===== src/rtl/dmem_access_unit_if.sv =====
// Data-memory bus bundle: sized req/ack transaction from the access unit to RAM/bus.
interface dmem_access_unit_if #(
  parameter int ADDR_WIDTH = 32,
  parameter int DATA_WIDTH = 32
);
  logic                    mem_req;
  logic                    mem_we;
  logic [ADDR_WIDTH-1:0]   mem_addr;
  logic [DATA_WIDTH-1:0]   mem_wdata;
  logic [DATA_WIDTH/8-1:0] mem_be;
  logic                    mem_ack;
  logic [DATA_WIDTH-1:0]   mem_rdata;

  modport master (
    output mem_req, mem_we, mem_addr, mem_wdata, mem_be,
    input  mem_ack, mem_rdata
  );

  modport slave (
    input  mem_req, mem_we, mem_addr, mem_wdata, mem_be,
    output mem_ack, mem_rdata
  );
endinterface


===== src/rtl/dmem_access_unit.sv =====
// Memory-stage load/store controller: turns a pipeline request into one byte-enabled
// req/ack bus transaction, stalls while outstanding, and returns extended load data.
module dmem_access_unit #(
  parameter int ADDR_WIDTH     = 32,
  parameter int DATA_WIDTH     = 32,
  parameter int TIMEOUT_CYCLES = 255
) (
  input  logic                  clk,
  input  logic                  rst,
  input  logic                  req_read,
  input  logic                  req_write,
  input  logic [ADDR_WIDTH-1:0] req_addr,
  input  logic [DATA_WIDTH-1:0] req_wdata,
  input  logic [2:0]            req_funct3,
  output logic                  stall_o,
  output logic [DATA_WIDTH-1:0] rdata_o,
  output logic                  fault_o,
  output logic                  timeout_o,
  dmem_access_unit_if.master    bus
);
  localparam int NUM_LANES = DATA_WIDTH / 8;
  localparam int CNT_W     = (TIMEOUT_CYCLES > 1) ? $clog2(TIMEOUT_CYCLES + 1) : 1;
  localparam int unsigned TO_LAST = (TIMEOUT_CYCLES == 0) ? 0 : TIMEOUT_CYCLES - 1;

  typedef enum logic [1:0] {IDLE, WAIT, DONE} state_e;

  state_e                       state_q, state_d;
  logic [CNT_W-1:0]             cnt_q, cnt_d;
  logic                         req_q, req_d;
  logic                         we_q, we_d;
  logic [ADDR_WIDTH-1:0]        addr_q, addr_d;
  logic [DATA_WIDTH-1:0]        wdata_q, wdata_d;
  logic [NUM_LANES-1:0]         be_q, be_d;
  logic [2:0]                   f3_q, f3_d;
  logic [1:0]                   off_q, off_d;
  logic [DATA_WIDTH-1:0]        rdata_q, rdata_d;
  logic                         fault_q, fault_d;
  logic                         timeout_q, timeout_d;
  logic                         stall;

  logic                         req_any, is_rd, f3_ok, misaligned, legal;
  logic [NUM_LANES-1:0]         be_new;
  logic [NUM_LANES-1:0][7:0]    st_lanes;
  logic [NUM_LANES-1:0][7:0]    rd_lanes;
  logic [7:0]                   ld_byte;
  logic [15:0]                  ld_half;
  logic [DATA_WIDTH-1:0]        ld_fmt;

  // Read wins when both strobes are up, so legality is judged as a load then.
  assign req_any = req_read | req_write;
  assign is_rd   = req_read;

  always_comb begin
    f3_ok = 1'b0;
    case (req_funct3)
      3'b000, 3'b001, 3'b010: f3_ok = 1'b1;
      3'b100, 3'b101:         f3_ok = is_rd;
      default:                f3_ok = 1'b0;
    endcase
    misaligned = ((req_funct3[1:0] == 2'b01) && req_addr[0]) ||
                 ((req_funct3[1:0] == 2'b10) && (req_addr[1:0] != 2'b00));
    legal = f3_ok && !misaligned;
  end

  always_comb begin
    be_new = '1;
    if (!is_rd) begin
      case (req_funct3[1:0])
        2'b00:   be_new = 4'b0001 << req_addr[1:0];
        2'b01:   be_new = 4'b0011 << req_addr[1:0];
        default: be_new = '1;
      endcase
    end
  end

  // Store data replicated so every enabled lane sees the right byte.
  for (genvar i = 0; i < NUM_LANES; i++) begin : g_st_lane
    assign st_lanes[i] = (req_funct3[1:0] == 2'b00) ? req_wdata[7:0] :
                         (req_funct3[1:0] == 2'b01) ? req_wdata[8*(i%2) +: 8] :
                                                      req_wdata[8*i +: 8];
  end

  assign rd_lanes = bus.mem_rdata;

  always_comb begin
    ld_byte = rd_lanes[off_q];
    ld_half = off_q[1] ? bus.mem_rdata[31:16] : bus.mem_rdata[15:0];
    case (f3_q)
      3'b000:  ld_fmt = {{24{ld_byte[7]}}, ld_byte};
      3'b100:  ld_fmt = {24'b0, ld_byte};
      3'b001:  ld_fmt = {{16{ld_half[15]}}, ld_half};
      3'b101:  ld_fmt = {16'b0, ld_half};
      default: ld_fmt = bus.mem_rdata;
    endcase
  end

  always_comb begin
    state_d   = state_q;
    cnt_d     = cnt_q;
    req_d     = req_q;
    we_d      = we_q;
    addr_d    = addr_q;
    wdata_d   = wdata_q;
    be_d      = be_q;
    f3_d      = f3_q;
    off_d     = off_q;
    rdata_d   = rdata_q;
    fault_d   = 1'b0;
    timeout_d = 1'b0;
    stall     = 1'b0;
    case (state_q)
      IDLE: begin
        if (req_any) begin
          if (legal) begin
            stall   = 1'b1;
            state_d = WAIT;
            cnt_d   = '0;
            req_d   = 1'b1;
            we_d    = !is_rd;
            addr_d  = {req_addr[ADDR_WIDTH-1:2], 2'b00};
            wdata_d = st_lanes;
            be_d    = be_new;
            f3_d    = req_funct3;
            off_d   = req_addr[1:0];
          end else begin
            fault_d = 1'b1;
            rdata_d = '0;
          end
        end
      end
      WAIT: begin
        stall = 1'b1;
        if (bus.mem_ack) begin
          req_d   = 1'b0;
          state_d = DONE;
          if (!we_q) rdata_d = ld_fmt;
        end else if ((TIMEOUT_CYCLES != 0) && (cnt_q == CNT_W'(TO_LAST))) begin
          req_d     = 1'b0;
          rdata_d   = '0;
          timeout_d = 1'b1;
          state_d   = DONE;
        end else if (cnt_q != '1) begin
          cnt_d = cnt_q + 1'b1;
        end
      end
      DONE:    state_d = IDLE;
      default: state_d = IDLE;
    endcase
  end

  always_ff @(posedge clk) begin
    if (rst) begin
      state_q   <= IDLE;
      cnt_q     <= '0;
      req_q     <= 1'b0;
      we_q      <= 1'b0;
      addr_q    <= '0;
      wdata_q   <= '0;
      be_q      <= '0;
      f3_q      <= '0;
      off_q     <= '0;
      rdata_q   <= '0;
      fault_q   <= 1'b0;
      timeout_q <= 1'b0;
    end else begin
      state_q   <= state_d;
      cnt_q     <= cnt_d;
      req_q     <= req_d;
      we_q      <= we_d;
      addr_q    <= addr_d;
      wdata_q   <= wdata_d;
      be_q      <= be_d;
      f3_q      <= f3_d;
      off_q     <= off_d;
      rdata_q   <= rdata_d;
      fault_q   <= fault_d;
      timeout_q <= timeout_d;
    end
  end

  assign stall_o       = stall && !rst;
  assign rdata_o       = rdata_q;
  assign fault_o       = fault_q;
  assign timeout_o     = timeout_q;
  assign bus.mem_req   = req_q;
  assign bus.mem_we    = we_q;
  assign bus.mem_addr  = addr_q;
  assign bus.mem_wdata = wdata_q;
  assign bus.mem_be    = be_q;
endmodule


===== src/flat_wrapper.sv =====
// flat-port wrapper written by rule: the top's interface ports become plain ports
module dmem_access_unit_flat 
#(
  parameter int ADDR_WIDTH     = 32,
  parameter int DATA_WIDTH     = 32,
  parameter int TIMEOUT_CYCLES = 255
)
  (clk, rst, req_read, req_write, req_addr, req_wdata, req_funct3, stall_o, rdata_o, fault_o, timeout_o, bus_mem_req, bus_mem_we, bus_mem_addr, bus_mem_wdata, bus_mem_be, bus_mem_ack, bus_mem_rdata);
  dmem_access_unit_if #(.ADDR_WIDTH(ADDR_WIDTH), .DATA_WIDTH(DATA_WIDTH)) bus_i ();
  input  logic clk;
  input  logic rst;
  input  logic req_read;
  input  logic req_write;
  input  logic [ADDR_WIDTH-1:0] req_addr;
  input  logic [DATA_WIDTH-1:0] req_wdata;
  input  logic [2:0] req_funct3;
  output logic stall_o;
  output logic [DATA_WIDTH-1:0] rdata_o;
  output logic fault_o;
  output logic timeout_o;
  output wire logic [$bits(bus_i.mem_req)-1:0] bus_mem_req;
  output wire logic [$bits(bus_i.mem_we)-1:0] bus_mem_we;
  output wire logic [$bits(bus_i.mem_addr)-1:0] bus_mem_addr;
  output wire logic [$bits(bus_i.mem_wdata)-1:0] bus_mem_wdata;
  output wire logic [$bits(bus_i.mem_be)-1:0] bus_mem_be;
  input wire logic [$bits(bus_i.mem_ack)-1:0] bus_mem_ack;
  input wire logic [$bits(bus_i.mem_rdata)-1:0] bus_mem_rdata;
  assign bus_mem_req = bus_i.mem_req;
  assign bus_mem_we = bus_i.mem_we;
  assign bus_mem_addr = bus_i.mem_addr;
  assign bus_mem_wdata = bus_i.mem_wdata;
  assign bus_mem_be = bus_i.mem_be;
  assign bus_i.mem_ack = bus_mem_ack;
  assign bus_i.mem_rdata = bus_mem_rdata;
  dmem_access_unit #(.ADDR_WIDTH(ADDR_WIDTH), .DATA_WIDTH(DATA_WIDTH), .TIMEOUT_CYCLES(TIMEOUT_CYCLES)) u_core (.clk(clk), .rst(rst), .req_read(req_read), .req_write(req_write), .req_addr(req_addr), .req_wdata(req_wdata), .req_funct3(req_funct3), .stall_o(stall_o), .rdata_o(rdata_o), .fault_o(fault_o), .timeout_o(timeout_o), .bus(bus_i));
endmodule

===== config.mk =====
export PLATFORM = sky130hd
export DESIGN_NAME = dmem_access_unit_flat
export DESIGN_NICKNAME = d
export VERILOG_FILES = /design/src/rtl/dmem_access_unit_if.sv /design/src/rtl/dmem_access_unit.sv /design/src/flat_wrapper.sv
export SDC_FILE = /design/constraint.sdc
export NUM_CORES = 1
export LEC_CHECK = 0
export CORE_AREA = 4 4 102 124
export DETAILED_ROUTE_END_ITERATION = 16
export DIE_AREA = 0 0 106 128
export PLACE_DENSITY = 0.95
export SYNTH_ARGS = -nofsm -noshare
export SYNTH_HDL_FRONTEND = slang
export SYNTH_SLANG_ARGS = --single-unit

===== constraint.sdc =====
create_clock -name clk -period 2.9 [get_ports clk]
set_input_delay 0.29 -clock clk [delete_from_list [all_inputs] [get_ports clk]]
set_output_delay 0.29 -clock clk [all_outputs]
set_load 0.01 [all_outputs]

Word level (Yosys, flattened, before mapping)
Index checks and enable logic that the tools add are counted.
{"block": "word_totals", "ff_bits": 117, "out_inout_bits": 105}
{"block": "classes", "add_sub_neg": 1, "order_cmp": 1, "eq_ne": 20, "shift": 2, "muxes": 39, "n_bitwise": 4, "n_reduce_logical": 23}
{"cell": "2-to-1 mux 32 bit", "count": 5}
{"cell": "case mux 32 bit (4 select lines)", "count": 1}
{"cell": "2-to-1 mux 8 bit", "count": 11}
{"cell": "case mux 32 bit (2 select lines)", "count": 1}
{"cell": "binary-select mux 8 bit (select 2 bit)", "count": 1}
{"cell": "2-to-1 mux 16 bit", "count": 1}
{"cell": "case mux 8 bit (2 select lines)", "count": 1}
{"cell": "== test 3 bit (second input constant)", "count": 4}
{"cell": "OR reduction 3 bit", "count": 3}
{"cell": "adder 8 x 1 -> 8 bit (second input constant)", "count": 1}
{"cell": "== test 8 bit (second input constant)", "count": 1}
{"cell": "2-to-1 mux 1 bit", "count": 8}
{"cell": "2-to-1 mux 2 bit", "count": 4}
{"cell": "!= test 8 bit (second input constant)", "count": 1}
{"cell": "case mux 4 bit (2 select lines)", "count": 1}
{"cell": "== test 3 x 1 -> 1 bit (second input constant)", "count": 2}
{"cell": "logical NOT 3 bit", "count": 2}
{"cell": "!= test 2 x 1 -> 1 bit (second input constant)", "count": 3}
{"cell": "!= test 2 bit (second input constant)", "count": 3}
{"cell": "case mux 1 bit (2 select lines)", "count": 3}
{"cell": "AND reduction 3 bit", "count": 2}
{"cell": "AND reduction 6 bit", "count": 1}
{"cell": "AND reduction 5 bit", "count": 1}
{"cell": "== test 2 x 1 -> 1 bit (second input constant)", "count": 2}
{"cell": "other kinds (18)", "count": 27}

Longest topological paths before layout
Gate-level depths: netlist of run 1.
{"block": "logic_depth", "ltp_word": 9, "mapped_depth": 8, "ltp_nobuf": 7}

Least setup slack after synthesis of run 1
OpenSTA, ideal clock, no wires.
{"block": "synth_path", "kind": "reg2reg", "from": "register u_core.cnt_q[0]", "to": "register u_core.rdata_q[13], in the netlist u_core.rdata_o[13]", "setup_ns": 0.058, "t_arrival_ns": 1.837, "required_ns": 2.842, "setup_slack_ns": 1.005, "stages_incl_launch_ff": 9, "synth_period_minus_slack_ns": 1.895, "cell_sequence": "dfxtp_1 inv_1 ha_1 and3_1 a211oi_1 a211oi_2 buf_2 nor3b_1 a31o_2"}
{"block": "synth_via", "elab_chain_len": 3}
{"item": "start: declaration", "line": "dmem_access_unit.sv:28", "text": "logic [CNT_W-1:0] cnt_q, cnt_d;"}
{"item": "start signal: assignment", "line": "dmem_access_unit.sv:167", "text": "cnt_q <= cnt_d;"}
{"item": "== test 8 bit", "line": "dmem_access_unit.sv:137", "text": "end else if ((TIMEOUT_CYCLES != 0) && (cnt_q == CNT_W'(TO_LAST))) begin"}
{"item": "!= test 3 x 2 -> 1 bit (no source line)"}
{"item": "AND reduction 5 bit (no source line)"}
{"item": "end signal: assignment", "line": "dmem_access_unit.sv:175", "text": "rdata_q <= rdata_d;"}
{"item": "end: declaration", "line": "dmem_access_unit.sv:36", "text": "logic [DATA_WIDTH-1:0] rdata_q, rdata_d;"}
No other way between the ends.
A chain may end at the register's enable or synchronous reset.

Worst setup path in the final report of run 1
{"block": "layout_path", "from": "input req_addr[1]", "to": "output stall_o"}
{"block": "layout_via", "elab_chain_len": 9}
{"item": "start: declaration", "line": "flat_wrapper.sv:14", "text": "input logic [ADDR_WIDTH-1:0] req_addr;"}
{"item": "nonzero test 2 bit", "line": "dmem_access_unit.sv:61", "text": "((req_funct3[1:0] == 2'b10) && (req_addr[1:0] != 2'b00));"}
{"item": "logical AND 1 bit", "line": "dmem_access_unit.sv:61"}
{"item": "logical OR 1 bit", "line": "dmem_access_unit.sv:60", "text": "misaligned = ((req_funct3[1:0] == 2'b01) && req_addr[0]) ||"}
{"item": "logical NOT 1 bit", "line": "dmem_access_unit.sv:62", "text": "legal = f3_ok && !misaligned;"}
{"item": "logical AND 1 bit", "line": "dmem_access_unit.sv:62"}
{"item": "2-to-1 mux 1 bit", "line": "dmem_access_unit.sv:114", "text": "if (legal) begin"}
{"item": "2-to-1 mux 1 bit", "line": "dmem_access_unit.sv:113", "text": "if (req_any) begin"}
{"item": "case mux 1 bit (2 select lines)", "line": "dmem_access_unit.sv:111", "text": "case (state_q)"}
{"item": "logical AND 1 bit", "line": "dmem_access_unit.sv:181", "text": "assign stall_o = stall && !rst;"}
{"item": "end: declaration", "line": "flat_wrapper.sv:17", "text": "output logic stall_o;"}
No other way between the ends.

==> impl_metrics.ini, run 1 <==
[status]
outcome = finished, final reports clean

[setup_path]
rr_worst_depth = 9
ff2ff_setup_slack_ns = 0.72
cpMaxStageDelayCell = or4_4
cp-startpoint = req_addr[1]
cp_max_fo = 4
r2r-start = u_core.cnt_q[0]$_SDFFE_PP0P_
crit_arrival_ns = 2.20
worstPathCellList = clkdlybuf4s50_1, or4_4, o31ai_2, nand2_2, a21oi_1, clkdlybuf4s50_1
cp-end-kind = primary output
slowest_delay_ns = 0.57
cp-endpoint = stall_o
critPathLaunchType = primary input
critical_path_class = primary input to primary output
worstPathRequired_ns = 2.61
rr_endpoint = u_core.rdata_o[30]$_SDFFE_PP0P_
cp_common_cell = clkdlybuf4s50_1

[clocking]
cts_buffers = 17
clk_pin_slew_ns = 0.05
clock-root-buffer = clkbuf_16
cts_tree = yes
cts_hold_buf = 0
cts.path.max_buffers = 2
cts_htree_levels = 4
clk-insertion-delay-late_ns = 0.41
post_cts_buffers = 0
cts_resized = 0
cts.sinks = 117

[placed_design]
hpwl_microns = 11700
dpl_cell_area_sq_um = 7500
post-place-ws_ns = 0.382
place.gp.congestion = 0.886
dp_cells = 977
io_buffer_count = 206

[logic_synthesis]
synth_xor_area_frac = 0.00810
synth_commonest_cells = nand2_1 (148), dfxtp_1 (117), a21oi_1 (79)
ys_seq_area_frac = 0.433
async_reset_ff_frac = 0
syn_area_sq_um = 5410
synth.avg_cell_area_sq_um = 8.25
synth_edf_count = 0
synth_simple_gate_area_share = 0.200
synth_top_area_share = 0.433
synth_ff_type = dfxtp_1
synth-compound-area-share = 0.228
synth-seq-cells = 117
yosysWarnings = 0
ys_types = 57
yosys.area_share.adder = 0.00463
syn_inst = 655
yosys.area.top_type = dfxtp_1
muxShareOfSynthArea = 0.0613
synth_top_family_by_area = compound AO/OA/AOI/OAI gates
synth.most_common_cell = nand2_1
synthTopCellsByArea = dfxtp_1 (43%), nand2_1 (10%), a21oi_1 (7.3%)

[pwr]
leakagePower_nw = 2.92
peakVddDrop_mv = 0.358
powerDensity_nw_per_um2 = 601
report.power.total_mw = 4.86

[floorplan]
coreArea_sq_um = 11400
placementRows = 43
initial_core_util = 0.474
io_pins = 209
die_area_sq_um = 13600
die_h_microns = 128
die_w_microns = 106

[cells_and_area]
fin_nets = 945
fill_cells = 836
syn_to_final_growth_pct = 49.7
final_cells = 1009
utilization = 0.710
n_antenna_cell = 0
stdcell_area_sq_um = 8090
drive_gt1_frac = 0.0798

[grt]
grt_max_degree = 64
grt_overflow = 0
grt_pass1_vias = 5289
grt_antenna_before_repair = 0
grt_use_total = 0.239
grt_pass1_wl_microns = 26100

[worst_hold_path]
hp-start = rst
hold_class = primary input to flop
min_path_cells = 4

[timing]
relSlewSlack = 0.256
worst_slack_ns = 0.411
finalCritPeriodShare = 0.858
finClkSkew_ns = 0.0144
worstMarginPinSlew_ns = 1.11
fin_setup_tns_ns = 0
fin_crit_ns = 2.49
slew_viol_final = 0
max_freq_mhz = 402
grt_setup_unrepaired = false
setup_viol = 0
finalHoldViolCount = 0
worst_hold_slack_ns = 0.290

[drt]
drc_errors = 0
vias = 5502
first_iter_violations = 264
routed_via_density = 5.45
ant_nets = 0
wirelength_microns = 16600
first_pass_iters = 7
routedWlPerCell_microns = 16.4

[flow_run]
maxCapViolations = 0
## worst min path at each step
| stage | endpoint | slack, ns |
|---|---|---|
| detailed placement | u_core.bus.mem_addr[18]$_SDFFE_PP0P_ | 0.45 |
| global placement | u_core.bus.mem_addr[3]$_SDFFE_PP0P_ | 0.44 |
| finish | u_core.rdata_o[6]$_SDFFE_PP0P_ | 0.29 |
| global route | u_core.rdata_o[6]$_SDFFE_PP0P_ | 0.34 |
| floorplan | u_core.timeout_o$_SDFF_PP0_ | 0.37 |
| CTS | u_core.rdata_o[6]$_SDFFE_PP0P_ | 0.28 |
## area by class of cell
| cell class | instances | area, sq um | share of cell area |
|---|---|---|---|
| timing repair buffer | 220 | 2170 | 0.269 |
| inverter | 13 | 48.8 | 0.00603 |
| multi-input combinational | 470 | 2740 | 0.339 |
| sequential | 117 | 2340 | 0.289 |
| clock buffer | 23 | 488 | 0.0603 |
| clock inverter | 9 | 100 | 0.0124 |
| tap | 157 | 196 | 0.0243 |
## where the power goes
part | total (mW) | switching [mW] | internal (mW)
Clock | 2.06 | 0.717 | 1.35
Combinational | 0.962 | 0.457 | 0.505
Sequential | 1.83 | 0.0903 | 1.74
Total | 4.86 | 1.26 | 3.60
## kinds of logic after synthesis
group	Yosys count
AOI/OAI and AO/OA	190
buffers and inverters	69
adders and majority gates	2
DFF	117
other	1
muxes	28
xor gates and xnor gates	5
and+or+nand+nor	243
## critical path: cells and delay by family
kind,cells,cell delay [ns]
compound gates,2,0.27
simple gates,2,0.65
buf+inv,2,0.98
## state kept, by name, indices dropped and copies added, names as in the netlist
register	count
u_core.f3_q	3
u_core.bus.mem_we	1
u_core.rdata_o	32
u_core.bus.mem_addr	30
u_core.cnt_q	8
u_core.bus.mem_req	1
u_core.state_q	2
u_core.timeout_o	1
u_core.bus.mem_be	4
u_core.off_q	2
u_core.fault_o	1
u_core.bus.mem_wdata	32
## placed cells by master (no fill, tap or decap), drive strengths merged, types with 14 or more instances in the layout
cell           netlist  layout
a21oi               79      79
nor2                42      42
clkdlybuf4s50        0     205
mux2i               23      23
clkbuf              32      23
o21ai               19      19
buf                 24      15
a31oi               19      19
nand2b              14      14
o211ai              14      14
nand2              148     148
dfxtp              117     117
## metal layers
layer | routed length (microns) | GRT usage | vias to the layer above
met3 | 1480 | 0.0831 | 37
met1 | 6380 | 0.269 | 2539
met5 | 0 | 0 | -
met2 | 8280 | 0.413 | 246
met4 | 456 | 0.0968 | 0
li1 | - | - | 2680
Note: power is estimated with default switching activity, not from simulation.
==> run 2, diff against run 1 <==
Settings changed: CORE_AREA 4 4 102 124 to 4 4 81 158, DIE_AREA 0 0 106 128 to 0 0 85 162.
==> run 2 against run 1 <==
Net effect: sequential power about the same; non-clock buffer count down 2; utilization shrank 1.6 points; clock skew decreased by 0.0068 ns; clock power increased by 10%; global-route usage is 1.7 points higher; via count is 1.5% higher; register-to-register slack improved by 0.09 ns; first-iteration DRC count is 5.7% higher; clock-buffer cell count is 2 lower; power rose by 4.4%; critical path type unchanged; largest power group unchanged.
==> impl_metrics.ini, run 2 (same netlist as run 1, synthesis figures left out) <==
[timing]
finalHoldViolCount = 0
slew_viol_final = 0
fin_setup_tns_ns = 0
fin_crit_ns = 2.66
worstMarginPinSlew_ns = 1.20
relSlewSlack = 0.196
grt_setup_unrepaired = false
setup_viol = 0
finalCritPeriodShare = 0.917
max_freq_mhz = 376
finClkSkew_ns = 0.00756

[clocking]
clk_pin_slew_ns = 0.06
post_cts_buffers = 0
cts.path.max_buffers = 2
cts_buffers = 17
cts_resized = 0
cts_htree_levels = 4
clock-root-buffer = clkbuf_16
cts_hold_buf = 0
cts_tree = yes
cts.sinks = 117
clk-insertion-delay-late_ns = 0.40

[pwr]
peakVddDrop_mv = 0.420
leakagePower_nw = 2.93
powerDensity_nw_per_um2 = 625

[placed_design]
io_buffer_count = 206
dpl_cell_area_sq_um = 7470
place.gp.congestion = 0.901
hpwl_microns = 12600

[floorplan]
coreArea_sq_um = 11700
initial_core_util = 0.462
io_pins = 209
die_h_microns = 162
placementRows = 56
die_area_sq_um = 13800
die_w_microns = 85

[setup_path]
cp_max_fo = 7
critical_path_class = primary input to primary output
critPathLaunchType = primary input
crit_arrival_ns = 2.37
worstPathRequired_ns = 2.61
cp-end-kind = primary output

[drt]
routedWlPerCell_microns = 17.9
vias = 5584
first_iter_violations = 279
ant_nets = 0
wirelength_microns = 17800
routed_via_density = 5.61
drc_errors = 0
first_pass_iters = 5

[worst_hold_path]
hold_class = primary input to flop

[cells_and_area]
layout_commonest_cell = clkdlybuf4s50_1
multi_input_area_sq_um = 2740
fin_nets = 943
fill_cells = 852
n_antenna_cell = 0
syn_to_final_growth_pct = 50.1
layout_common_cells = clkdlybuf4s50_1 (205), nand2_1 (147), dfxtp_1 (117), a21oi_1 (79), nor2_1 (42)
seq_area_sq_um = 2340
drive_gt1_frac = 0.0788
stdcell_area_sq_um = 8120

[grt]
grt_antenna_before_repair = 0
grt_overflow = 0
grt_max_degree = 64
grt_use_total = 0.255
grt_pass1_vias = 5647
grt_pass1_wl_microns = 28300

[flow_run]
maxCapViolations = 0

[status]
outcome = finished, final reports clean
## run 2: cell count changes in the layout (fill, tap and decap cells not counted), moves of 2 or more
| cell | change |
|---|---|
| clkinv_4 | +3 |
| clkinv_2 | -3 |
| bufinv_16 | +2 |
| buf_4 | -2 |
## run 2: power by group
group          switching, mW  internal [mW]  leakage, nW
Clock                  0.759           1.51        0.314
Combinational          0.471          0.502         1.66
Sequential            0.0892           1.74        0.958
Total                   1.32           3.76         2.93
## run 2: through the flow
| stage | cells | total power, mW | utilization | setup WS [ns] | hold WS (ns) |
|---|---|---|---|---|---|
| final | 995 | 5.08 | 0.694 | 0.241 | 0.433 |
| after global placement | 963 | 2.80 | 0.639 | 0.305 | 0.440 |
| after floorplan | 656 | 2.32 | - | 1.00 | 0.366 |
| after detailed placement | 963 | 2.83 | 0.639 | 0.268 | 0.446 |
| after CTS | 995 | 5.10 | 0.694 | 0.251 | 0.420 |
| after global routing | 995 | 5.27 | 0.694 | 0.137 | 0.436 |
## run 2: path summary, 6_finish.rpt
kind	from	slack (ns)	cells after the start	to
setup / recovery	req_addr[1]	0.24	6	stall_o
hold / removal	req_addr[10]	0.43	3	u_core.bus.mem_addr[10]$_SDFFE_PP0P_
setup reg to reg	u_core.state_q[0]$_SDFFE_PP0P_	0.81	5	u_core.rdata_o[31]$_SDFFE_PP0P_
hold reg to reg	u_core.bus.mem_addr[13]$_SDFFE_PP0P_	0.45	2	u_core.bus.mem_addr[13]$_SDFFE_PP0P_
## run 2: cell type report
type	instances	area share
inverters	13	0.00601
clock buffers	21	0.0580
flip-flops and latches	117	0.289
clock inverters	11	0.0213
well taps	145	0.0224
repair buffers	218	0.266
multi-input cells	470	0.338
## run 2: worst max-delay path, cell delays in order
cell	delay, ns
clkdlybuf4s50_1	0.53
or4_4	0.61
o31ai_2	0.13
nand2_2	0.09
a21oi_1	0.15
clkdlybuf4s50_1	0.57
## run 2: metal layers
metal,vias up,track usage,share of wire
met5,-,0,0
met4,0,0.140,0.048
met2,284,0.464,0.54
met1,2551,0.263,0.35
met3,67,0.0579,0.064
li1,2682,-,-
==> run 3, diff against run 2 <==
Settings changed: CAP_MARGIN set to 20, SETUP_SLACK_MARGIN set to 0.4.
==> run 3 against run 2 <==
Net effect: clock-buffer cell count unchanged; power about the same; register-to-register slack about the same; largest power group unchanged; highest routed layer unchanged.
==> impl_metrics.ini, run 3 (same netlist as run 1, synthesis figures left out) <==
[drt]
ant_nets = 0
routed_via_density = 5.59
drc_errors = 0
first_pass_iters = 5
first_iter_violations = 305
routedWlPerCell_microns = 18.1
wirelength_microns = 18000
vias = 5571

[status]
outcome = finished, final reports clean

[pwr]
comb_power_share = 0.192
p_clk_frac = 0.447
peakVddDrop_mv = 0.421
powerDensity_nw_per_um2 = 624
p_int_mw = 3.76
report.power.total_mw = 5.08
p_sw_frac = 0.260
leakagePower_nw = 2.94
p_switching_mw = 1.32
power_frac_seq = 0.361

[worst_hold_path]
hp-start = req_addr[1]
hold_end = u_core.off_q[1]$_SDFFE_PP0P_
hold_class = primary input to flop
min_path_cells = 3

[setup_path]
cp-end-kind = primary output
worstPathRequired_ns = 2.61
cp_max_fo = 4
critical_path_class = primary input to primary output
rr_worst_depth = 6
rr_endpoint = u_core.rdata_o[17]$_SDFFE_PP0P_
critPathLaunchType = primary input
worstPathCellList = clkdlybuf4s50_1, or4_4, o31ai_4, nand2_2, a21oi_1, dlygate4sd2_1
crit_arrival_ns = 1.97
cp_top_family = buffers and inverters
ff2ff_setup_slack_ns = 0.81
crit_buf_inv = 2
r2r-start = u_core.state_q[0]$_SDFFE_PP0P_
slowest_delay_ns = 0.58
cpMaxStageDelayCell = or4_4

[cells_and_area]
fin_nets = 944
layout_common_cells = clkdlybuf4s50_1 (203), nand2_1 (147), dfxtp_1 (117), a21oi_1 (79), nor2_1 (42)
syn_to_final_growth_pct = 50.5
drive_gt1_frac = 0.0811
layout_commonest_cell = clkdlybuf4s50_1
final_cells = 996
n_antenna_cell = 0

[clocking]
cts_tree = yes
cts.sinks = 117
clk_pin_slew_ns = 0.05
cts.path.max_buffers = 2
cts_buffers = 17
cts_hold_buf = 0
clock-root-buffer = clkbuf_16
clk-insertion-delay-late_ns = 0.40
cts_htree_levels = 4

[timing]
worst_slack_ns = 0.644
finalCritPeriodShare = 0.778
slew_viol_final = 0
finalHoldViolCount = 0
grt_setup_unrepaired = false
worstMarginPinSlew_ns = 0.858
max_freq_mhz = 443
setup_viol = 0
fin_crit_ns = 2.26
relSlewSlack = 0.423
fin_setup_tns_ns = 0
finClkSkew_ns = 0.00707

[grt]
grt_overflow = 0
grt_pass1_wl_microns = 28400
use_met1 = 0.264
grt_use_total = 0.256
grt.busiest_layer = met2
met2_usage = 0.467
grt_antenna_before_repair = 0
grtUsageMet3 = 0.0579
grt_pass1_vias = 5667
grt_max_degree = 64

[placed_design]
hpwl_microns = 12600
dp_cells = 963
io_buffer_count = 206
post-place-ws_ns = 0.268
place.gp.congestion = 0.901

[floorplan]
die_w_microns = 85
io_pins = 209
placementRows = 56
coreArea_sq_um = 11700
die_h_microns = 162
initial_core_util = 0.462
die_area_sq_um = 13800

[flow_run]
maxCapViolations = 0
## run 3: power groups by stage
| stage | sequential [mW] | combinational [mW] | clock, mW |
|---|---|---|---|
| CTS | 1.83 | 0.976 | 2.29 |
| detailed placement | 1.86 | 0.964 | 0 |
| global route | 1.85 | 1.05 | 2.37 |
| global placement | 1.86 | 0.941 | 0 |
| floorplan | 1.90 | 0.420 | 0 |
| finish | 1.83 | 0.976 | 2.27 |
## run 3: final cells by class
class / instances / area (sq um)
well taps: 145 / 181
inverters: 13 / 48.8
flip-flops and latches: 117 / 2340
multi-input cells: 470 / 2760
fillers: 846 / 3570
clock inverters: 11 / 173
repair buffers: 219 / 2160
clock buffers: 21 / 470
## run 3: stage by stage
| stage | cell area, sq um | utilization | hold slack [ns] |
|---|---|---|---|
| 3_3_place_gp | 7470 | 0.639 | 0.440 |
| 2_1_floorplan | 5410 | - | 0.366 |
| 6_report | 8140 | 0.695 | 0.413 |
| 5_1_grt | 8140 | 0.695 | 0.418 |
| 3_5_place_dp | 7470 | 0.639 | 0.446 |
| 4_1_cts | 8130 | 0.695 | 0.386 |
## run 3: worst max-delay path by stage
stage | from | endpoint | slack [ns] | depth (start not counted)
final | req_funct3[2] | stall_o | 0.64 | 6
after global routing | req_funct3[2] | stall_o | 0.59 | 6
after CTS | req_funct3[2] | stall_o | 0.67 | 6
after detailed placement | req_addr[1] | stall_o | 0.27 | 6
after global placement | req_addr[1] | stall_o | 0.30 | 6
after floorplan | u_core.cnt_q[0]$_SDFFE_PP0P_ | u_core.rdata_o[13]$_SDFFE_PP0P_ | 1.00 | 8
## run 3: timing repair
| item | in CTS | in global routing |
|---|---|---|
| gates resized for setup | 4 | 0 |
| setup buffers | 0 | 0 |
| hold endpoints to repair | 0 | 0 |
| setup endpoints to repair | 1 | 0 |
## run 3: metal layers
layer  vias to the layer above  part of all wire
met3                        61             0.063
met4                         0             0.044
met2                       268              0.54
met5                         -                 0
met1                      2562              0.35
li1                       2680                 -
## run 3: tightest hold or removal path, stage by stage
cell and delay [ns]:
dlygate4sd2_1 0.31, nand2_1 0.10, a21oi_1 0.06
